## src/rtl/spi_read_fetcher.sv

```systemverilog
// SPI flash read sequencer: sends CMD_BYTE and a 24-bit address on io[0], then
// clocks in len bytes from io[1] and presents each one with a strobe.
module spi_read_fetcher #(
  parameter logic [7:0] CMD_BYTE = 8'h03
) (
  input  logic        clk,
  input  logic        rst_n,
  input  logic        start,
  input  logic [23:0] addr,
  input  logic [3:0]  len,
  input  logic        abort,
  output logic        busy,
  output logic        done,
  output logic        byte_valid,
  output logic [7:0]  byte_data,
  output logic [3:0]  byte_index,
  output logic        spi_cs,
  output logic        spi_sclk,
  output logic        spi_out0,
  output logic        spi_dir0,
  input  logic        spi_in1
);

  typedef enum logic [2:0] {S_IDLE, S_CMD, S_ADDR, S_DATA, S_DONE} state_t;

  state_t      state_q, state_d;
  logic        phase_q, phase_d;      // 0 = phase A (sclk low), 1 = phase B
  logic [4:0]  bit_cnt_q, bit_cnt_d;
  logic [31:0] tx_q, tx_d;
  logic [7:0]  rx_q, rx_d;
  logic [4:0]  len_q, len_d;          // byte count 1..16
  logic [4:0]  byte_cnt_q, byte_cnt_d;
  logic        byte_valid_q, byte_valid_d;
  logic [7:0]  byte_data_q, byte_data_d;
  logic [3:0]  byte_index_q, byte_index_d;

  always_ff @(posedge clk or negedge rst_n) begin
    if (!rst_n) begin
      state_q      <= S_IDLE;
      phase_q      <= 1'b0;
      bit_cnt_q    <= '0;
      tx_q         <= '0;
      rx_q         <= '0;
      len_q        <= '0;
      byte_cnt_q   <= '0;
      byte_valid_q <= 1'b0;
      byte_data_q  <= '0;
      byte_index_q <= '0;
    end else begin
      state_q      <= state_d;
      phase_q      <= phase_d;
      bit_cnt_q    <= bit_cnt_d;
      tx_q         <= tx_d;
      rx_q         <= rx_d;
      len_q        <= len_d;
      byte_cnt_q   <= byte_cnt_d;
      byte_valid_q <= byte_valid_d;
      byte_data_q  <= byte_data_d;
      byte_index_q <= byte_index_d;
    end
  end

  always_comb begin
    state_d      = state_q;
    phase_d      = phase_q;
    bit_cnt_d    = bit_cnt_q;
    tx_d         = tx_q;
    rx_d         = rx_q;
    len_d        = len_q;
    byte_cnt_d   = byte_cnt_q;
    byte_valid_d = 1'b0;
    byte_data_d  = byte_data_q;
    byte_index_d = byte_index_q;

    case (state_q)
      S_IDLE: begin
        phase_d = 1'b0;
        if (start) begin
          state_d    = S_CMD;
          tx_d       = {CMD_BYTE, addr};
          len_d      = (len == 4'd0) ? 5'd16 : {1'b0, len};
          bit_cnt_d  = '0;
          byte_cnt_d = '0;
        end
      end
      S_CMD, S_ADDR: begin
        phase_d = ~phase_q;
        if (phase_q) begin
          tx_d      = {tx_q[30:0], 1'b0};
          bit_cnt_d = bit_cnt_q + 5'd1;
          if (state_q == S_CMD && bit_cnt_q == 5'd7) begin
            state_d   = S_ADDR;
            bit_cnt_d = '0;
          end else if (state_q == S_ADDR && bit_cnt_q == 5'd23) begin
            state_d   = S_DATA;
            bit_cnt_d = '0;
          end
        end
      end
      S_DATA: begin
        phase_d = ~phase_q;
        // The edge ending phase B is the sample point for io[1].
        if (phase_q) begin
          rx_d      = {rx_q[6:0], spi_in1};
          bit_cnt_d = bit_cnt_q + 5'd1;
          if (bit_cnt_q[2:0] == 3'd7) begin
            byte_valid_d = 1'b1;
            byte_data_d  = {rx_q[6:0], spi_in1};
            byte_index_d = byte_cnt_q[3:0];
            byte_cnt_d   = byte_cnt_q + 5'd1;
            if (byte_cnt_q + 5'd1 == len_q) state_d = S_DONE;
          end
        end
      end
      S_DONE: begin
        phase_d = 1'b0;
        state_d = S_IDLE;
      end
      default: state_d = S_IDLE;
    endcase

    // Abort wins over everything, including a byte completing on the same edge.
    if (abort && state_q != S_IDLE) begin
      state_d      = S_IDLE;
      phase_d      = 1'b0;
      byte_valid_d = 1'b0;
      byte_data_d  = byte_data_q;
      byte_index_d = byte_index_q;
      byte_cnt_d   = byte_cnt_q;
      rx_d         = rx_q;
    end
  end

  logic tx_phase;
  assign tx_phase   = (state_q == S_CMD) || (state_q == S_ADDR);
  assign spi_cs     = tx_phase || (state_q == S_DATA);
  assign spi_sclk   = spi_cs && phase_q;
  assign spi_out0   = tx_phase && tx_q[31];
  assign spi_dir0   = ~tx_phase;
  assign busy       = (state_q != S_IDLE);
  assign done       = (state_q == S_DONE);
  assign byte_valid = byte_valid_q;
  assign byte_data  = byte_data_q;
  assign byte_index = byte_index_q;

endmodule

```

## config.mk

```make
export PLATFORM = sky130hd
export DESIGN_NAME = spi_read_fetcher
export DESIGN_NICKNAME = d
export VERILOG_FILES = /design/src/rtl/spi_read_fetcher.sv
export SDC_FILE = /design/constraint.sdc
export NUM_CORES = 1
export LEC_CHECK = 0
export CAP_MARGIN = 10
export CORE_MARGIN = 3
export CORE_UTILIZATION = 50
export DETAILED_ROUTE_END_ITERATION = 6
export PLACE_DENSITY = 0.72
export SLEW_MARGIN = 10
export SYNTH_ARGS = -nofsm -noshare
export SYNTH_HDL_FRONTEND = slang
export SYNTH_SLANG_ARGS = --single-unit
```

## constraint.sdc

```tcl
create_clock -name clk -period 3.2 [get_ports clk]
set_clock_uncertainty 0.2 [all_clocks]
set_input_delay 0.64 -clock clk [delete_from_list [all_inputs] [get_ports clk]]
set_output_delay 0.64 -clock clk [all_outputs]
set_load 0.005 [all_outputs]
```

==> metrics.csv, run 1 <==
stage,metric,value,unit
final_layout,# nets final,410,
floorplan,Std-Cell Rows,29,
final_layout,fill count,534,
cts,clk_lat worst skew,0.33,ns
placed_design,GPL Wtd Cong,0.755,
logic_synthesis,Netlist cell types,41,
logic_synthesis,Async SR Flop Fraction,100,%
floorplan,die area,7630,µm²
worst_setup_path,CP max FO,17,
route,met2 WL post-DR,2800,µm
route,DRC Markers,0,
pwr,Seq pwr share,40.9,%
route,Detail Route Antenna Nets,0,
cts,Clock Sink Count,71,
logic_synthesis,Post-Syn Area per Cell,10.2,µm²
sta,worst slew pin tran,0.861,ns
worst_setup_path,Crit-path slowest cell,dfrtp_1,
logic_synthesis,synth cell count leaders,"dfrtp_1, nand2_1, nor2_1, a21oi_1, mux2i_1",
pwr,Comb pwr share,37.2,%
route,DRT Pass-1 Iters,4,
route,final WL,6070,µm
route,DRT met1 WL,2900,µm
logic_synthesis,"Seq/Total Area, Yosys",53.7,%
sta,minimum clock period,2.94,ns
placed_design,I/O Buffers,51,
logic_synthesis,ys flop type,dfrtp_1,
worst_setup_path,Buf/Inv on CP,1,
worst_setup_path,Worst Path Required,2.36,ns
pwr,Clk network pwr share,21.9,%
logic_synthesis,most frequent cell after synthesis,dfrtp_1,
grt,antenna violations before repair,0,
cts,CTS HTree Levels,3,
sta,Fin. Hold Viols,0,
worst_setup_path,CP Launch Type,register,
floorplan,initial core utilization,51.8,%
logic_synthesis,Mapped Cells,324,
grt,first-pass GRT wire length,10500,µm
worst_setup_path,Crit path largest cell delay,0.55,ns
route,top routing layer in use,met4,
logic_synthesis,post-synth top area cell,dfrtp_1,
logic_synthesis,"Cell Area, Synth",3310,µm²
pwr,leak pwr,1.91,nW
sta,endpoints failing setup,0,
cts,Post-CTS Setup Inserts,0,
sta,final slew viol count,0,
worst_setup_path,CP Cell Sequence,nand2b_1 > a21oi_2 > and2_1 > clkdlybuf4s50_1,
final_layout,Layout area overhead,24.1,%
sta,hold slack,0.272,ns
grt,largest net degree at the start of global routing,72,
cts,Clock Tree Root,clkbuf_8,
route,detailed-route via count,2428,
floorplan,die height,87.4,µm
logic_synthesis,Post-synth EDFFs,0,
pwr,Int Power,0.00226,W
worst_hold_path,Hold Path Class,register to register,
route,Wirelength per Cell,13.3,µm
cts,clk slew on worst S/H paths,0.07,ns
logic_synthesis,"flops & latches, synth",71,
logic_synthesis,synth top area cells,"dfrtp_1, mux2i_1, nand2_1",
worst_setup_path,Top delay family on crit path,flip-flops,
pwr,Max VDD drop,0.000980,V
pwr,switching portion of total power,34.8,%
floorplan,Die W,87.4,µm
route,post-DR vias/cell,5.32,
grt,GRT Resource Usage Total,17.4,%
cts,clk buf depth,2,
sta,final critical-path share of the clock period,91.8,%
sta,FMAX,340,MHz
pwr,P_sw,0.00121,W
cts,# hold bufs at CTS,0,
sta,RSZ-0062 raised after global routing,no,
worst_setup_path,critical path arrival,2.10,ns
worst_setup_path,CP Capture Type,primary output,
grt,vias in the first global route,2323,
pwr,Pwr Total,0.00347,W
logic_synthesis,Syn Nets,360,
pwr,pwr/cell area,844,nW/µm²
worst_setup_path,CP Class,register to primary output,
cts,post-CTS resize count,0,
sta,setup_tns,0,ns
cts,CTS tree,yes,
route,drt initial violations,100,
job,MaxCap Viol Count,0,
logic_synthesis,post-synth top area share,53.7,%
final_layout,ANT cells,0,
cts,Num CTS Buffers,9,
floorplan,Ports,52,
grt,Overflow after GRT,0,
floorplan,CORE AREA,6390,µm²
sta,relative slew slack,42.6,%
logic_synthesis,Ys Warns,0,
route,Met3 Wirelength,259,µm
final_layout,share of layout cells above drive strength 1,11.1,%
placed_design,Detailed Place HPWL,4060,µm
run_status,status,finished clean,
==> cells in the final DEF, fill, tap and decap left out, types with 2 or more instances in the layout <==
cell type        instances
a21o_1                   2
a21oi_1                 28
a22o_1                   2
a31oi_1                  2
and2_1                   5
buf_4                    6
bufinv_16                2
clkbuf_8                 9
clkdlybuf4s50_1         50
clkinv_2                 2
clkinvlp_4               2
dfrtp_1                 71
ha_1                     3
inv_1                    2
inv_2                    2
mux2_1                   3
mux2_2                  11
mux2i_1                 25
nand2_1                 51
nand2b_1                 2
nand3_1                 14
nand4_1                  2
nor2_1                  29
nor3_1                   5
o21ai_0                 11
o21ai_1                  9
o41ai_1                  2
xnor2_1                  3
xor2_1                   5
==> stage by stage <==
| stage | worst slack [ns] | instance area (µm²) | utilization, % | cells |
|---|---|---|---|---|
| floorplan | 1.01 | 3310 | - | 324 |
| global route | 0.0735 | 4110 | 64.3 | 456 |
| global placement | 0.425 | 3900 | 61.0 | 440 |
| detailed placement | 0.366 | 3900 | 61.0 | 440 |
| finish | 0.262 | 4110 | 64.3 | 456 |
| CTS | 0.238 | 4110 | 64.3 | 456 |
==> power groups by stage <==
stage                     logic (W)  registers, W  clock network (W)
after floorplan             0.00106       0.00133                  0
after global placement      0.00128       0.00142                  0
after detailed placement    0.00131       0.00144                  0
after CTS                   0.00131       0.00142           0.000780
after global routing        0.00145       0.00147           0.000823
final                       0.00129       0.00142           0.000760
==> layout make-up <==
class,count,area (µm²),share of cell area [%]
flip-flops and latches,71,1780,43.2
multi-input cells,230,1440,35.0
repair buffers,58,571,13.9
clock buffers,10,128,3.11
well taps,77,96.3,2.34
clock inverters,6,85.1,2.07
inverters,4,15.0,0.365
==> cell families (layout without fill, tap and decap cells) <==
group                      Yosys count  count (layout)  share of synthesized area, %
muxes                               39              39                          12.3
AOI/OAI and AO/OA                   64              64                          12.1
xor gates and xnor gates             8               8                          2.12
DFF                                 71              71                          53.7
adders and majority gates            3               3                          1.13
and+or+nand+nor                    116             116                          15.5
buffers and inverters               23              78                          3.14
==> metal layers <==
| layer | GRT usage, % | up-vias |
|---|---|---|
| li1 | - | 1226 |
| met1 | 23.5 | 1142 |
| met2 | 27.3 | 50 |
| met3 | 3.60 | 10 |
| met4 | 7.11 | 0 |
| met5 | 0 | - |
==> state kept, by name, summed over array words and instances (netlist names) <==
signal / cells
bit_cnt_q: 5
byte_index: 4
tx_q: 32
byte_data: 8
len_q: 5
rx_q: 7
byte_valid: 1
state_q: 3
byte_cnt_q: 5
phase_q: 1
==> tightest hold or removal path, cell delays in order, from the launching register on <==
cell     delay, ns
dfrtp_1       0.34
nand2_1       0.05
nand2_1       0.05
==> path summary, 6_finish.rpt <==
check                                                from                   endpoint  slack [ns]  cells after the start
worst min-delay path            byte_index[3]$_DFFE_PN0P_  byte_index[3]$_DFFE_PN0P_        0.27                      2
max in group asynchronous                           rst_n  byte_cnt_q[2]$_DFFE_PN0P_        1.94                      2
worst max-delay path               state_q[1]$_DFFE_PN0P_                   spi_out0        0.26                      4
worst max register to register     state_q[2]$_DFFE_PN0P_     state_q[0]$_DFFE_PN0P_        0.76                      5
worst min register to register  byte_index[3]$_DFFE_PN0P_  byte_index[3]$_DFFE_PN0P_        0.27                      2
min in group asynchronous                           rst_n       tx_q[30]$_DFFE_PN0P_        0.30                      2
(Power assumes the default switching activity.)
==> run 2: changes to the inputs <==
--- a/config.mk
+++ b/config.mk
@@ -8,6 +8,7 @@
 export CAP_MARGIN = 10
 export CORE_MARGIN = 3
 export CORE_UTILIZATION = 50
+export CTS_CLUSTER_SIZE = 28
 export DETAILED_ROUTE_END_ITERATION = 6
 export PLACE_DENSITY = 0.72
 export SLEW_MARGIN = 10
==> constraint.sdc (replaced) <==
create_clock -name clk -period 3.8 [get_ports clk]
set_clock_uncertainty 0.2 [all_clocks]
set_input_delay 0.76 -clock clk [delete_from_list [all_inputs] [get_ports clk]]
set_output_delay 0.76 -clock clk [all_outputs]
set_load 0.005 [all_outputs]
==> metrics.csv, run 2 (synthesis gave the netlist of run 1 again) <==
stage,metric,value,unit
final_layout,Reg area,1780,µm²
floorplan,CORE AREA,6390,µm²
cts,CTS HTree Levels,3,
final_layout,"most common cell after layout, fill and taps aside",dfrtp_1,
sta,RSZ-0062 raised after global routing,no,
grt,GRT Resource Usage Total,17.7,%
floorplan,Die W,87.4,µm
final_layout,ANT cells,0,
grt,largest net degree at the start of global routing,72,
cts,Clock Sink Count,71,
sta,final critical-path share of the clock period,84.4,%
cts,Num CTS Buffers,9,
worst_setup_path,CP Launch Type,register,
sta,setup_tns,0,ns
worst_setup_path,Worst Path Required,2.84,ns
worst_hold_path,Hold Path Class,register to register,
sta,endpoints failing setup,0,
placed_design,GPL Wtd Cong,0.765,
floorplan,die area,7630,µm²
route,Wirelength per Cell,13.7,µm
route,DRT Pass-1 Iters,4,
worst_setup_path,CP max FO,17,
placed_design,I/O Buffers,51,
sta,minimum clock period,3.21,ns
floorplan,Ports,52,
floorplan,Std-Cell Rows,29,
cts,clk_lat worst skew,0.34,ns
route,final WL,6210,µm
final_layout,most frequent cells in the layout,"dfrtp_1, nand2_1, clkdlybuf4s50_1, nor2_1, a21oi_1",
pwr,pwr/cell area,705,nW/µm²
grt,first-pass GRT wire length,10600,µm
final_layout,Post-Layout Cell Count,454,
final_layout,# nets final,408,
cts,clk slew on worst S/H paths,0.07,ns
final_layout,Largest Register,tx_q,
final_layout,Finished Core Util,63.8,%
cts,# hold bufs at CTS,0,
sta,FMAX,312,MHz
grt,vias in the first global route,2368,
floorplan,initial core utilization,51.8,%
worst_setup_path,CP Class,register to primary output,
worst_setup_path,Crit-path slowest cell,dfrtp_1,
route,detailed-route via count,2402,
pwr,leak pwr,1.90,nW
final_layout,share of layout cells above drive strength 1,10.9,%
pwr,Comb pwr share,37.2,%
placed_design,Detailed Place HPWL,4150,µm
route,DRC Markers,0,
pwr,Seq pwr share,41.5,%
route,post-DR vias/cell,5.29,
cts,CTS tree,yes,
route,Detail Route Antenna Nets,0,
pwr,P_sw,0.00103,W
cts,Clock Tree Root,clkbuf_8,
grt,Overflow after GRT,0,
cts,clk buf depth,2,
pwr,switching portion of total power,36.0,%
worst_setup_path,CP Capture Type,primary output,
pwr,Clk network pwr share,21.3,%
final_layout,area of the multi-input gates,1440,µm²
placed_design,placed insts,438,
sta,Fin. Hold Viols,0,
floorplan,die height,87.4,µm
pwr,Max VDD drop,0.000654,V
route,drt initial violations,109,
worst_setup_path,Crit path largest cell delay,0.56,ns
job,MaxCap Viol Count,0,
cts,post-CTS resize count,0,
pwr,Pwr Total,0.00287,W
run_status,status,finished clean,
worst_setup_path,critical path arrival,2.25,ns
grt,antenna violations before repair,0,
cts,Post-CTS Setup Inserts,0,
worst_setup_path,CP Cell Sequence,nand2b_1 > a21oi_2 > and2_1 > clkdlybuf4s50_1,
sta,relative slew slack,41.3,%
sta,final slew viol count,0,
pwr,Int Power,0.00184,W
final_layout,max reg flops,32,
final_layout,Layout area overhead,23.1,%
final_layout,fill count,532,
sta,worst slew pin tran,0.880,ns
==> run 2: worst max-delay path: cells and delay by family, from the launching register on <==
kind / cells / cell delay, ns
flops: 1 / 0.56
buf+inv: 1 / 0.49
simple gates: 2 / 0.46
compound gates: 1 / 0.40
==> run 2: cell type report <==
| class | instances | area share, % |
|---|---|---|
| Sequential cell | 71 | 43.6 |
| Multi-Input combinational cell | 230 | 35.3 |
| Timing Repair Buffer | 56 | 13.3 |
| Clock buffer | 10 | 3.38 |
| Tap cell | 77 | 2.36 |
| Clock inverter | 6 | 1.69 |
| Inverter | 4 | 0.368 |
==> run 2: per-layer routing <==
metal | GRT usage [%] | share of wire, % | vias up
li1 | - | - | 1219
met1 | 23.7 | 48 | 1133
met3 | 4.82 | 4.9 | 2
met4 | 6.69 | 0.40 | 0
met2 | 27.7 | 46 | 48
met5 | 0 | 0 | -
==> run 2: power by group through the flow <==
stage	clock network, W	logic, W	registers, W
6_report	0.000612	0.00107	0.00119
5_1_grt	0.000667	0.00121	0.00123
4_1_cts	0.000633	0.00109	0.00119
3_5_place_dp	0	0.00108	0.00121
3_3_place_gp	0	0.00105	0.00120
2_1_floorplan	0	0.000891	0.00112
==> run 2: path summary, 6_finish.rpt <==
path                                   startpoint                  endpoint  slack (ns)  cells past startpoint
min in group asynchronous                   rst_n      tx_q[29]$_DFFE_PN0P_        0.41                      2
hold / removal                rx_q[6]$_DFFE_PN0P_  byte_data[7]$_DFFE_PN0P_        0.27                      2
hold reg to reg               rx_q[6]$_DFFE_PN0P_  byte_data[7]$_DFFE_PN0P_        0.27                      2
setup / recovery           state_q[1]$_DFFE_PN0P_                  spi_out0        0.59                      4
setup reg to reg           state_q[2]$_DFFE_PN0P_    state_q[0]$_DFFE_PN0P_        1.08                      5
max in group asynchronous                   rst_n      tx_q[23]$_DFFE_PN0P_        2.41                      2
==> run 2: through the flow <==
step	cell area (µm²)	setup slack (ns)	hold WS, ns
CTS	4080	0.546	0.273
global route	4080	0.371	0.297
detailed placement	3870	0.578	0.254
global placement	3870	0.624	0.243
floorplan	3310	1.49	0.233
finish	4080	0.592	0.267
==> run 3: changes to the inputs <==
--- a/config.mk
+++ b/config.mk
@@ -7,7 +7,7 @@
 export LEC_CHECK = 0
 export CAP_MARGIN = 10
 export CORE_MARGIN = 3
-export CORE_UTILIZATION = 50
+export CORE_UTILIZATION = 48
 export CTS_CLUSTER_SIZE = 28
 export DETAILED_ROUTE_END_ITERATION = 6
 export PLACE_DENSITY = 0.72
==> constraint.sdc (replaced) <==
create_clock -name clk -period 2.9 [get_ports clk]
set_clock_uncertainty 0.2 [all_clocks]
set_input_delay 0.58 -clock clk [delete_from_list [all_inputs] [get_ports clk]]
set_output_delay 0.58 -clock clk [all_outputs]
set_load 0.005 [all_outputs]
==> metrics.csv, run 3 (synthesis gave the netlist of run 1 again) <==
stage,metric,value,unit
cts,clk_lat worst skew,0.34,ns
floorplan,Ports,52,
route,DRT met1 WL,2970,µm
worst_setup_path,flop2flop setup slack,0.45,ns
cts,clk buf depth,2,
grt,antenna violations before repair,0,
pwr,leak pwr,1.91,nW
route,Met3 Wirelength,283,µm
route,detailed-route via count,2453,
floorplan,Std-Cell Rows,29,
floorplan,initial core utilization,50.7,%
worst_setup_path,CP Class,register to primary output,
route,final WL,6160,µm
cts,CTS HTree Levels,3,
cts,Clock Sink Count,71,
sta,final slew viol count,0,
cts,Post-CTS Setup Inserts,0,
route,Detail Route Antenna Nets,0,
worst_setup_path,CP max FO,15,
pwr,Pwr Total,0.00373,W
worst_setup_path,Reg2Reg Depth,5,
sta,worst slew pin tran,0.598,ns
pwr,pwr/cell area,910,nW/µm²
final_layout,share of layout cells above drive strength 1,11.3,%
worst_setup_path,CP Capture Type,primary output,
cts,post-CTS resize count,0,
sta,RSZ-0062 raised after global routing,no,
floorplan,die height,89.1,µm
final_layout,Finished Core Util,62.8,%
grt,vias in the first global route,2402,
cts,# hold bufs at CTS,0,
grt,GRT Resource Usage Total,17.0,%
final_layout,"most common cell after layout, fill and taps aside",dfrtp_1,
floorplan,die area,7930,µm²
sta,minimum clock period,2.76,ns
placed_design,GPL Wtd Cong,0.759,
final_layout,most frequent cells in the layout,"dfrtp_1, nand2_1, clkdlybuf4s50_1, nor2_1, a21oi_1",
placed_design,Setup WS pre-CTS,0.144,ns
sta,final setup margin,0.136,ns
final_layout,max reg flops,32,
worst_hold_path,Hold Path Class,input port to async pin,
route,top routing layer in use,met4,
route,DRC Markers,0,
sta,final critical-path share of the clock period,95.3,%
pwr,Max VDD drop,0.000410,V
worst_setup_path,Worst Path Required,2.12,ns
cts,CTS tree,yes,
route,Wirelength per Cell,13.5,µm
final_layout,# nets final,411,
worst_setup_path,critical path arrival,1.98,ns
grt,first-pass GRT wire length,10600,µm
worst_setup_path,R2R Path Start,state_q[2]$_DFFE_PN0P_,
sta,setup_tns,0,ns
final_layout,Layout area overhead,23.8,%
run_status,status,finished clean,
grt,Overflow after GRT,0,
route,drt initial violations,104,
worst_setup_path,CP Launch Type,register,
route,DRT Pass-1 Iters,4,
placed_design,Detailed Place HPWL,4110,µm
cts,clk slew on worst S/H paths,0.08,ns
grt,largest net degree at the start of global routing,72,
floorplan,CORE AREA,6530,µm²
placed_design,I/O Buffers,51,
sta,FMAX,362,MHz
job,MaxCap Viol Count,0,
route,met2 WL post-DR,2800,µm
worst_setup_path,worst reg2reg path endpoint,state_q[0]$_DFFE_PN0P_,
floorplan,Die W,89.1,µm
route,post-DR vias/cell,5.37,
cts,Num CTS Buffers,9,
sta,relative slew slack,60.2,%
final_layout,Largest Register,tx_q,
cts,Clock Tree Root,clkbuf_8,
sta,Fin. Hold Viols,0,
final_layout,ANT cells,0,
sta,endpoints failing setup,0,
-- run 3: per-layer routing --
| layer | vias to the layer above | global-route usage (%) |
|---|---|---|
| met2 | 46 | 26.9 |
| li1 | 1226 | - |
| met3 | 8 | 3.69 |
| met1 | 1173 | 23.0 |
| met4 | 0 | 6.50 |
| met5 | - | 0 |
-- run 3: how the worst max path moves through the flow --
stage	startpoint	endpoint	slack, ns	cells past startpoint
3_3_place_gp	start	state_q[0]$_DFFE_PN0P_	0.18	6
4_1_cts	state_q[0]$_DFFE_PN0P_	spi_dir0	0.13	5
3_5_place_dp	start	state_q[0]$_DFFE_PN0P_	0.14	6
5_1_grt	state_q[0]$_DFFE_PN0P_	spi_dir0	0.007	5
2_1_floorplan	state_q[1]$_DFFE_PN0P_	spi_dir0	0.77	5
6_report	state_q[0]$_DFFE_PN0P_	spi_dir0	0.14	5
-- run 3: worst max-delay path, cell delays in order, from the launching register on --
cell,delay (ns)
dfrtp_1,0.62
nand2b_1,0.17
a21oi_2,0.19
buf_4,0.19
inv_2,0.04
clkdlybuf4s50_1,0.43
-- run 3: power by group --
group | internal [W] | switching (W) | total (W)
registers | 0.00131 | 0.000243 | 0.00155
clock network | 0.000359 | 0.000368 | 0.000727
logic | 0.000711 | 0.000736 | 0.00145
total | 0.00238 | 0.00135 | 0.00373
-- run 3: final cells by class --
cell class                      instances  area [µm²]
Sequential cell                        71        1780
Multi-Input combinational cell        230        1440
Clock buffer                           12         155
Timing Repair Buffer                   59         591
Inverter                                4        15.0
Clock inverter                          4        28.8
Tap cell                               77        96.3
Fill cell                             541        2430
-- run 3: stage by stage --
| step | cell area [µm²] | cells | hold WS (ns) |
|---|---|---|---|
| 6_report | 4100 | 457 | 0.0361 |
| 5_1_grt | 4100 | 457 | 0.0713 |
| 4_1_cts | 4100 | 457 | 0.0655 |
| 3_5_place_dp | 3920 | 441 | 0.261 |
| 3_3_place_gp | 3920 | 441 | 0.246 |
| 2_1_floorplan | 3310 | 324 | 0.0844 |
